File: src/rtl/lsu_pkg.sv
// Shared definitions for the load/store unit: RV32I width codes, FSM states,
// and the width of the read-latency counter.
package lsu_pkg;

  localparam logic [2:0] F3_B  = 3'b000;
  localparam logic [2:0] F3_H  = 3'b001;
  localparam logic [2:0] F3_W  = 3'b010;
  localparam logic [2:0] F3_BU = 3'b100;
  localparam logic [2:0] F3_HU = 3'b101;

  // Holds READ_LATENCY values up to 7.
  localparam int unsigned CNT_W = 3;

  typedef enum logic [1:0] {
    IDLE  = 2'd0,
    ISSUE = 2'd1,
    WAIT  = 2'd2
  } lsu_state_e;

endpackage

File: src/rtl/lsu_load_align.sv
// Load data extraction: selects the addressed byte/half of a memory word and
// sign- or zero-extends it according to the RV32I load width code.
module lsu_load_align
  import lsu_pkg::*;
(
  input  logic [31:0] rdata,
  input  logic [1:0]  addr_lo,
  input  logic [2:0]  funct3,
  output logic [31:0] data
);

  logic [7:0]  byte_v;
  logic [15:0] half_v;

  always_comb begin
    case (addr_lo)
      2'd0:    byte_v = rdata[7:0];
      2'd1:    byte_v = rdata[15:8];
      2'd2:    byte_v = rdata[23:16];
      default: byte_v = rdata[31:24];
    endcase
    half_v = addr_lo[1] ? rdata[31:16] : rdata[15:0];

    case (funct3)
      F3_B:    data = {{24{byte_v[7]}}, byte_v};
      F3_H:    data = {{16{half_v[15]}}, half_v};
      F3_BU:   data = {24'd0, byte_v};
      F3_HU:   data = {16'd0, half_v};
      default: data = rdata;
    endcase
  end

endmodule

File: src/rtl/load_store_unit.sv
// Load/store unit: initiator on the single-port synchronous data memory.
// Optional build macro LSU_BOUNDS_CHECK_EN enables the out-of-range access fault.
module load_store_unit
  import lsu_pkg::*;
#(
  parameter int MEMORY_SIZE  = 12288,
  parameter int ADDR_WIDTH   = $clog2(MEMORY_SIZE),
  parameter int READ_LATENCY = 2
) (
  input  logic                  clk,
  input  logic                  rst,
  input  logic                  req_valid,
  output logic                  req_ready,
  input  logic                  req_is_store,
  input  logic [2:0]            req_funct3,
  input  logic [31:0]           req_addr,
  input  logic [31:0]           req_wdata,
  output logic                  resp_valid,
  output logic [31:0]           resp_rdata,
  output logic                  resp_misaligned,
  output logic                  resp_fault,
  output logic [ADDR_WIDTH-1:0] mem_addr,
  output logic                  mem_we,
  output logic                  mem_re,
  output logic [31:0]           mem_wdata,
  output logic [3:0]            mem_byteena,
  input  logic [31:0]           mem_rdata
);

  lsu_state_e       state;
  logic [CNT_W-1:0] cnt;
  logic             is_store_q;
  logic [2:0]       funct3_q;
  logic [1:0]       addr_lo_q;

  logic             f3_legal;
  logic             misaligned;
  logic             bounds_fault;
  logic [3:0]       st_byteena;
  logic [31:0]      st_wdata;
  logic [31:0]      ld_data;

  assign req_ready = (state == IDLE);

`ifdef LSU_BOUNDS_CHECK_EN
  assign bounds_fault = (req_addr >= 32'(MEMORY_SIZE));
`else
  logic unused_addr_hi;
  assign bounds_fault   = 1'b0;
  assign unused_addr_hi = ^req_addr[31:ADDR_WIDTH];
`endif

  always_comb begin
    f3_legal = 1'b0;
    case (req_funct3)
      F3_B, F3_H, F3_W: f3_legal = 1'b1;
      F3_BU, F3_HU:     f3_legal = !req_is_store;
      default:          f3_legal = 1'b0;
    endcase

    misaligned = !f3_legal
               || ((req_funct3[1:0] == 2'b01) && req_addr[0])
               || ((req_funct3[1:0] == 2'b10) && (req_addr[1:0] != 2'b00));

    // Store lane steering: replicate the source so any enabled lane sees it.
    case (req_funct3[1:0])
      2'b00: begin
        st_byteena = 4'b0001 << req_addr[1:0];
        st_wdata   = {4{req_wdata[7:0]}};
      end
      2'b01: begin
        st_byteena = 4'b0011 << {req_addr[1], 1'b0};
        st_wdata   = {2{req_wdata[15:0]}};
      end
      default: begin
        st_byteena = 4'b1111;
        st_wdata   = req_wdata;
      end
    endcase
  end

  lsu_load_align u_load_align (
    .rdata   (mem_rdata),
    .addr_lo (addr_lo_q),
    .funct3  (funct3_q),
    .data    (ld_data)
  );

  always_ff @(posedge clk) begin
    if (rst) begin
      state           <= IDLE;
      cnt             <= '0;
      is_store_q      <= 1'b0;
      funct3_q        <= '0;
      addr_lo_q       <= '0;
      resp_valid      <= 1'b0;
      resp_rdata      <= '0;
      resp_misaligned <= 1'b0;
      resp_fault      <= 1'b0;
      mem_addr        <= '0;
      mem_we          <= 1'b0;
      mem_re          <= 1'b0;
      mem_wdata       <= '0;
      mem_byteena     <= '0;
    end else begin
      resp_valid      <= 1'b0;
      resp_rdata      <= '0;
      resp_misaligned <= 1'b0;
      resp_fault      <= 1'b0;
      mem_we          <= 1'b0;
      mem_re          <= 1'b0;
      mem_byteena     <= '0;

      case (state)
        IDLE: begin
          if (req_valid) begin
            if (misaligned) begin
              resp_valid      <= 1'b1;
              resp_misaligned <= 1'b1;
            end else if (bounds_fault) begin
              resp_valid <= 1'b1;
              resp_fault <= 1'b1;
            end else begin
              state       <= ISSUE;
              mem_addr    <= req_addr[ADDR_WIDTH-1:0];
              mem_we      <= req_is_store;
              mem_re      <= !req_is_store;
              mem_byteena <= req_is_store ? st_byteena : 4'b1111;
              mem_wdata   <= st_wdata;
              is_store_q  <= req_is_store;
              funct3_q    <= req_funct3;
              addr_lo_q   <= req_addr[1:0];
            end
          end
        end
        ISSUE: begin
          if (is_store_q) begin
            resp_valid <= 1'b1;
            state      <= IDLE;
          end else begin
            cnt   <= CNT_W'(READ_LATENCY);
            state <= WAIT;
          end
        end
        WAIT: begin
          // Last WAIT cycle is the one in which mem_rdata is valid.
          if (cnt == CNT_W'(1)) begin
            resp_valid <= 1'b1;
            resp_rdata <= ld_data;
            state      <= IDLE;
          end else begin
            cnt <= cnt - 1'b1;
          end
        end
        default: state <= IDLE;
      endcase
    end
  end

endmodule

File: config.mk
export PLATFORM = sky130hd
export DESIGN_NAME = load_store_unit
export DESIGN_NICKNAME = d
export VERILOG_FILES = /design/src/rtl/lsu_pkg.sv /design/src/rtl/lsu_load_align.sv /design/src/rtl/load_store_unit.sv
export SDC_FILE = /design/constraint.sdc
export NUM_CORES = 1
export LEC_CHECK = 0
export BUFFER_PORTS_ARGS = -buffer_cell sky130_fd_sc_hd__buf_2
export CORE_MARGIN = 2
export CORE_UTILIZATION = 24
export CTS_BUF_LIST = sky130_fd_sc_hd__clkbuf_4 sky130_fd_sc_hd__clkbuf_8 sky130_fd_sc_hd__clkbuf_16
export CTS_CLUSTER_DIAMETER = 200
export CTS_CLUSTER_SIZE = 24
export DETAILED_ROUTE_END_ITERATION = 10
export GPL_TIMING_DRIVEN = 1
export HOLD_SLACK_MARGIN = 0.05
export PLACE_DENSITY = 0.5
export SYNTH_ARGS = -nofsm -noshare
export SYNTH_HDL_FRONTEND = slang
export SYNTH_SLANG_ARGS = --single-unit
export TNS_END_PERCENT = 100
File: constraint.sdc
create_clock -name clk -period 1.7 [get_ports clk]
set_clock_uncertainty 0.05 [all_clocks]
set_input_delay 0.085 -clock clk [delete_from_list [all_inputs] [get_ports clk]]
set_output_delay 0.085 -clock clk [all_outputs]
set_load 0.05 [all_outputs]
## Word level (Yosys, flattened, before mapping)

Cells that the tools add are included.

- Register bits: 97
- ROM bits: 0
- Output and inout port bits: 88
- Memories kept: 0
- Bits in writable memories: 0
- Bits in latches: 0
- Input bits: 103
- Logic and storage cells: 81

- $lt $le $gt $ge: 0
- $mul: 0
- $add $sub $neg: 1
- Shifts and indexed selects: 2
- Multiplexer cells: 20
- Equal/unequal tests: 19
- Div/mod/pow operators: 0
- Bitwise logic cells: 5
- Reductions and logical operators: 21

Operator list:

| kind | number |
|---|---|
| $pmux W32 S4 | 1 |
| $pmux W32 S2 | 1 |
| $pmux W8 S3 | 1 |
| $mux W16 | 1 |
| $eq A3 B3 Y1 const B | 4 |
| $ne A2 B2 Y1 const B | 5 |
| $eq A3 B1 Y1 const B | 3 |
| $reduce_and A3 Y1 | 3 |
| $mux W2 | 4 |
| $pmux W4 S2 | 1 |
| $eq A2 B1 Y1 const B | 3 |
| $eq A2 B2 Y1 const B | 3 |
| $logic_not A2 Y1 | 3 |
| $logic_not A3 Y1 | 2 |
| $mux W3 | 2 |
| $pmux W2 S3 | 1 |
| $pmux W3 S2 | 1 |
| $reduce_or A3 Y1 | 2 |
| $not A1 Y1 | 5 |
| $mux W1 | 4 |
| $mux W4 | 1 |
| $reduce_bool A2 Y1 | 2 |
| $reduce_or A2 Y1 | 2 |
| $reduce_or A4 Y1 | 1 |
| 9 further kinds | 12 |

## Logic depth before layout (Yosys ltp)

- Word-level depth: 9
- Mapped depth: 8
- Mapped depth without buffers: 6

## By module

A second synthesis with hierarchy kept.

- Cells, all modules: 522
- Area, all modules: 4862.2 µm²

Modules (own cells, without submodules):

| module | times used | area an instance (µm²) | sequential area each (µm²) | cells each |
|---|---|---|---|---|
| load_store_unit | 1 | 4042.6 | 1901.8 | 405 |
| lsu_load_align | 1 | 819.5 | 0.0 | 117 |

## Worst setup path before layout

Ideal clock, no wire load.

- Path type: flip-flop to flip-flop
- From: register mem_addr[1] (netlist name)
- To: register resp_rdata[16]
- Clock period less this slack: 2.110 ns
- Data arrival time: 1.946 ns
- Library setup time: 0.114 ns
- Path buffers: 2
- Cell stages (with the launch flop): 7
- Path slack: -0.410 ns
- Data required time: 1.536 ns
- Cell sequence: dfxtp_1 buf_2 mux2_4 o32a_1 o2111a_2 buf_6 a21o_1

RTL lines:

| item | line | RTL |
|---|---|---|
| to (signal assigned) | load_store_unit.sv:149 | `resp_rdata <= ld_data;` |
| to (decl) | load_store_unit.sv:19 | `output logic [31:0] resp_rdata,` |

==> run_summary.xml <==
<?xml version="1.0" encoding="UTF-8"?>
<metrics>
  <group name="status">
    <metric name="status" unit="">complete, no violations</metric>
  </group>
  <group name="drt">
    <metric name="postRouteWirelength" unit="um">13600</metric>
    <metric name="metal2_wl" unit="um">6820</metric>
    <metric name="number_of_detailed_routing_iterations_run_before_antenna_repair" unit="">4</metric>
    <metric name="top_layer_used" unit="">met4</metric>
    <metric name="route.vias.total" unit="">4321</metric>
    <metric name="detailroute.wirelength.met3" unit="um">1000</metric>
    <metric name="detail_route.drc_violations" unit="">0</metric>
    <metric name="route.detailed.wl_per_inst" unit="um">14.6</metric>
    <metric name="drtAntennaViolNets" unit="">0</metric>
    <metric name="initialDrtViolationCount" unit="">134</metric>
    <metric name="drt-vias-per-instance" unit="">4.64</metric>
    <metric name="wl_met1" unit="um">5540</metric>
  </group>
  <group name="place">
    <metric name="numPortBuffers" unit="">171</metric>
    <metric name="placed_cells" unit="">839</metric>
    <metric name="place_hpwl" unit="um">9600</metric>
    <metric name="gpl.final_weighted_congestion" unit="">0.837</metric>
  </group>
  <group name="floorplan">
    <metric name="design.core.area" unit="um2">16000</metric>
    <metric name="initial_utilization" unit="">0.247</metric>
    <metric name="die_height" unit="um">132</metric>
    <metric name="die_w" unit="um">132</metric>
    <metric name="io-pin-count" unit="">191</metric>
    <metric name="placement_rows" unit="">46</metric>
    <metric name="die-area" unit="um2">17500</metric>
  </group>
  <group name="worst_setup_path">
    <metric name="critical_path_endpoint_category" unit="">flop</metric>
    <metric name="startpoint_type" unit="">flop</metric>
    <metric name="crit_end" unit="">resp_rdata[20]</metric>
    <metric name="setup.worst_path.start" unit="">mem_addr[1]</metric>
    <metric name="timing.critical_path.slowest_stage_cell" unit="">dfxtp_4</metric>
    <metric name="cp_cell_sequence" unit="">mux2_4 -&gt; o32a_1 -&gt; o2111a_2 -&gt; buf_12 -&gt; a21o_1</metric>
    <metric name="timing.setup.critical_path_class" unit="">flop to flop</metric>
    <metric name="critical-path-max-stage-delay" unit="ps">380</metric>
    <metric name="timing.rr.end" unit="">resp_rdata[20]</metric>
    <metric name="critPathRequiredTime" unit="ps">1890</metric>
    <metric name="regToRegSetupSlack" unit="ps">30</metric>
    <metric name="critPathMaxFanout" unit="">16</metric>
    <metric name="worst_r2r_startpoint" unit="">mem_addr[1]</metric>
    <metric name="crit_arrival" unit="ps">1870</metric>
    <metric name="ff2ff_path_depth" unit="">5</metric>
  </group>
  <group name="logic_synthesis">
    <metric name="synth_enable_flop_cells" unit="">0</metric>
    <metric name="yosys_most_used_dff" unit="">dfxtp_1</metric>
    <metric name="yosys-top-cells-area" unit="">dfxtp_1 48%, nand2_1 11%, a21oi_1 5.3%</metric>
    <metric name="postSynthNetCount" unit="">575</metric>
    <metric name="synth.ff_latch_count" unit="">95</metric>
    <metric name="synthesis.area" unit="um2">3950</metric>
    <metric name="ys_top_cells_by_count" unit="">114 x nand2_1, 95 x dfxtp_1, 42 x a21oi_1, 28 x o21ai_0, 26 x nor2_1</metric>
    <metric name="syn-mean-instance-area" unit="um2">8.40</metric>
    <metric name="synthesis.yosys.warnings" unit="">0</metric>
    <metric name="asyncSetResetFlopFracSynth" unit="">0</metric>
    <metric name="yosys.cell_types.count" unit="">37</metric>
    <metric name="yosysSeqAreaShare" unit="">0.482</metric>
    <metric name="synth_top_area_share" unit="">0.482</metric>
    <metric name="synth.most_common_cell" unit="">nand2_1</metric>
    <metric name="area_leader_netlist" unit="">dfxtp_1</metric>
    <metric name="postSynthCellCount" unit="">470</metric>
  </group>
  <group name="final_layout">
    <metric name="fillerInstances" unit="">1638</metric>
    <metric name="layout.cells.non_filler" unit="">932</metric>
    <metric name="syn2layout_area_growth" unit="%">57.1</metric>
    <metric name="antennaDiodeCount" unit="">0</metric>
    <metric name="finalNetCount" unit="">816</metric>
    <metric name="drive_gt1_frac" unit="">0.318</metric>
  </group>
  <group name="sta">
    <metric name="setup_violators_final" unit="">0</metric>
    <metric name="finalHoldViolations" unit="">0</metric>
    <metric name="finalMaxSlewViolations" unit="">0</metric>
    <metric name="timing.slew.headroom" unit="">0.665</metric>
    <metric name="fin_crit_sh" unit="">0.983</metric>
    <metric name="fmaxAchievable" unit="MHz">598</metric>
    <metric name="setup_total_negative_slack" unit="ps">0</metric>
    <metric name="setup_repair_after_global_routing_missed_its_margin" unit="">true</metric>
    <metric name="timing_worst_slew_pin_value" unit="ps">501</metric>
    <metric name="period_minus_slack" unit="ps">1670</metric>
  </group>
  <group name="pwr">
    <metric name="vdd.ir_drop.worst" unit="mV">0.511</metric>
    <metric name="pwr_density_cell" unit="nW/um2">902</metric>
    <metric name="leakagePower" unit="nW">2.91</metric>
  </group>
  <group name="clock_network">
    <metric name="clkSlewWorstSetupHoldPaths" unit="ps">70</metric>
    <metric name="tritoncts.num_buffers" unit="">9</metric>
    <metric name="clock-root-buffer" unit="">clkbuf_16</metric>
    <metric name="cts.sinks" unit="">95</metric>
    <metric name="clkLatencyLatePin" unit="ps">340</metric>
    <metric name="ctsHtreeMaxLevel" unit="">3</metric>
    <metric name="cts_buffer_depth" unit="">2</metric>
    <metric name="cts_tree" unit="">yes</metric>
  </group>
  <group name="flow_run">
    <metric name="timing.max_cap.violations" unit="">0</metric>
  </group>
  <group name="min_path">
    <metric name="hp-class" unit="">primary input to flop</metric>
  </group>
  <group name="global_routing">
    <metric name="largest_net_degree_at_the_start_of_global_routing" unit="">42</metric>
    <metric name="grt_pass1_vias" unit="">4314</metric>
    <metric name="track_usage" unit="">0.153</metric>
    <metric name="antenna_found_initial" unit="">0</metric>
    <metric name="grt_pass1_wl" unit="um">21600</metric>
    <metric name="grt_overflow_total" unit="">0</metric>
  </group>
</metrics>
-- per-layer routing --
layer | up-vias | global-route usage
li1 | 2109 | -
met1 | 2024 | 0.173
met2 | 172 | 0.271
met3 | 16 | 0.0446
met4 | 0 | 0.0568
met5 | - | 0
-- logic make-up (layout without fill, tap and decap cells) --
group | count (synthesis) | in the layout | synth area share
compound gates | 139 | 139 | 0.236
fa+ha+maj | 2 | 2 | 0.00634
buf+inv | 51 | 297 | 0.0567
flops | 95 | 95 | 0.482
mux | 18 | 18 | 0.0469
other cells | 1 | 1 | 0.000950
simple gates | 164 | 164 | 0.171
-- sequential cells by signal, indices dropped and copies added, names as in the netlist --
name and flops:
resp_rdata 32, cnt 3, is_store_q 1, mem_wdata 32, mem_byteena 4, mem_re 1
mem_addr 14, mem_we 1, funct3_q 3, state 2, resp_misaligned 1, resp_valid 1
-- final cells by class --
class                           instances  area, um2  share of cell area
Timing Repair Buffer                  267       1790               0.289
Clock inverter                          6       95.1              0.0153
Clock buffer                           10        233              0.0375
Sequential cell                        95       1910               0.308
Multi-Input combinational cell        324       1850               0.298
Inverter                               14       52.6             0.00848
Tap cell                              216        270              0.0436
-- repair_timing --
| item | CTS | global route |
|---|---|---|
| pin swaps | 0 | 1 |
| endpoints found under the setup margin | 16 | 27 |
| resized for setup | 1 | 5 |
| endpoints found under the hold margin | 82 | 0 |
| buffers inserted | 0 | 2 |
| hold buffers | 75 | 0 |
-- critical path, delay by kind of cell, from the launching register on --
family / cells / cell delay (ps)
flops: 1 / 380
buf+inv: 1 / 150
compound gates: 3 / 680
mux: 1 / 310
-- power by group --
| group | total [mW] | leakage (nW) | switching, mW | internal [mW] |
|---|---|---|---|---|
| sequential | 2.35 | 0.772 | 0.0479 | 2.30 |
| combinational | 1.02 | 1.98 | 0.631 | 0.390 |
| clock | 2.22 | 0.160 | 0.905 | 1.32 |
| total | 5.59 | 2.91 | 1.58 | 4.01 |
-- worst min-delay path by stage --
| stage | start | to | slack, ps | depth (start not counted) |
|---|---|---|---|---|
| 3_3_place_gp | mem_rdata[22] | resp_rdata[22] | 260 | 2 |
| 4_1_cts | req_funct3[0] | mem_byteena[0] | 50 | 3 |
| 5_1_grt | req_funct3[1] | mem_wdata[15] | 70 | 4 |
| 6_report | req_wdata[25] | mem_wdata[25] | 60 | 5 |
| 3_5_place_dp | mem_rdata[17] | resp_rdata[17] | 260 | 2 |
| 2_1_floorplan | req_is_store | mem_re | 110 | 1 |
-- cell usage in the layout (no fill, tap or decap), types with 4 or more instances in the layout --
cell type	Yosys	routed
mux2i_1	17	17
buf_4	3	19
a221oi_1	10	10
nor2b_1	4	4
a211oi_1	8	8
a311oi_1	9	9
a21o_1	18	18
clkinv_4	0	4
dfxtp_1	95	93
a31oi_1	7	7
a21oi_1	42	42
o21ai_0	28	28
nand2_1	114	114
nand2b_1	5	4
inv_1	14	14
nor3_1	8	8
o221a_2	7	7
buf_2	11	171
clkbuf_16	0	9
dlygate4sd3_1	0	74
nor2_1	26	24
-- through the flow --
step                 util  hold slack, ps  setup slack (ps)  area, um2  total power [mW]
floorplan               -             107              -101       3970              2.96
global placement    0.317             261            -0.379       5070              3.26
detailed placement  0.317             263              -102       5070              3.28
CTS                 0.384            51.1              7.67       6150              5.66
global route        0.387            73.9             -23.2       6200              5.85
finish              0.387            64.5              28.6       6200              5.59
(Power assumes the default switching activity.)
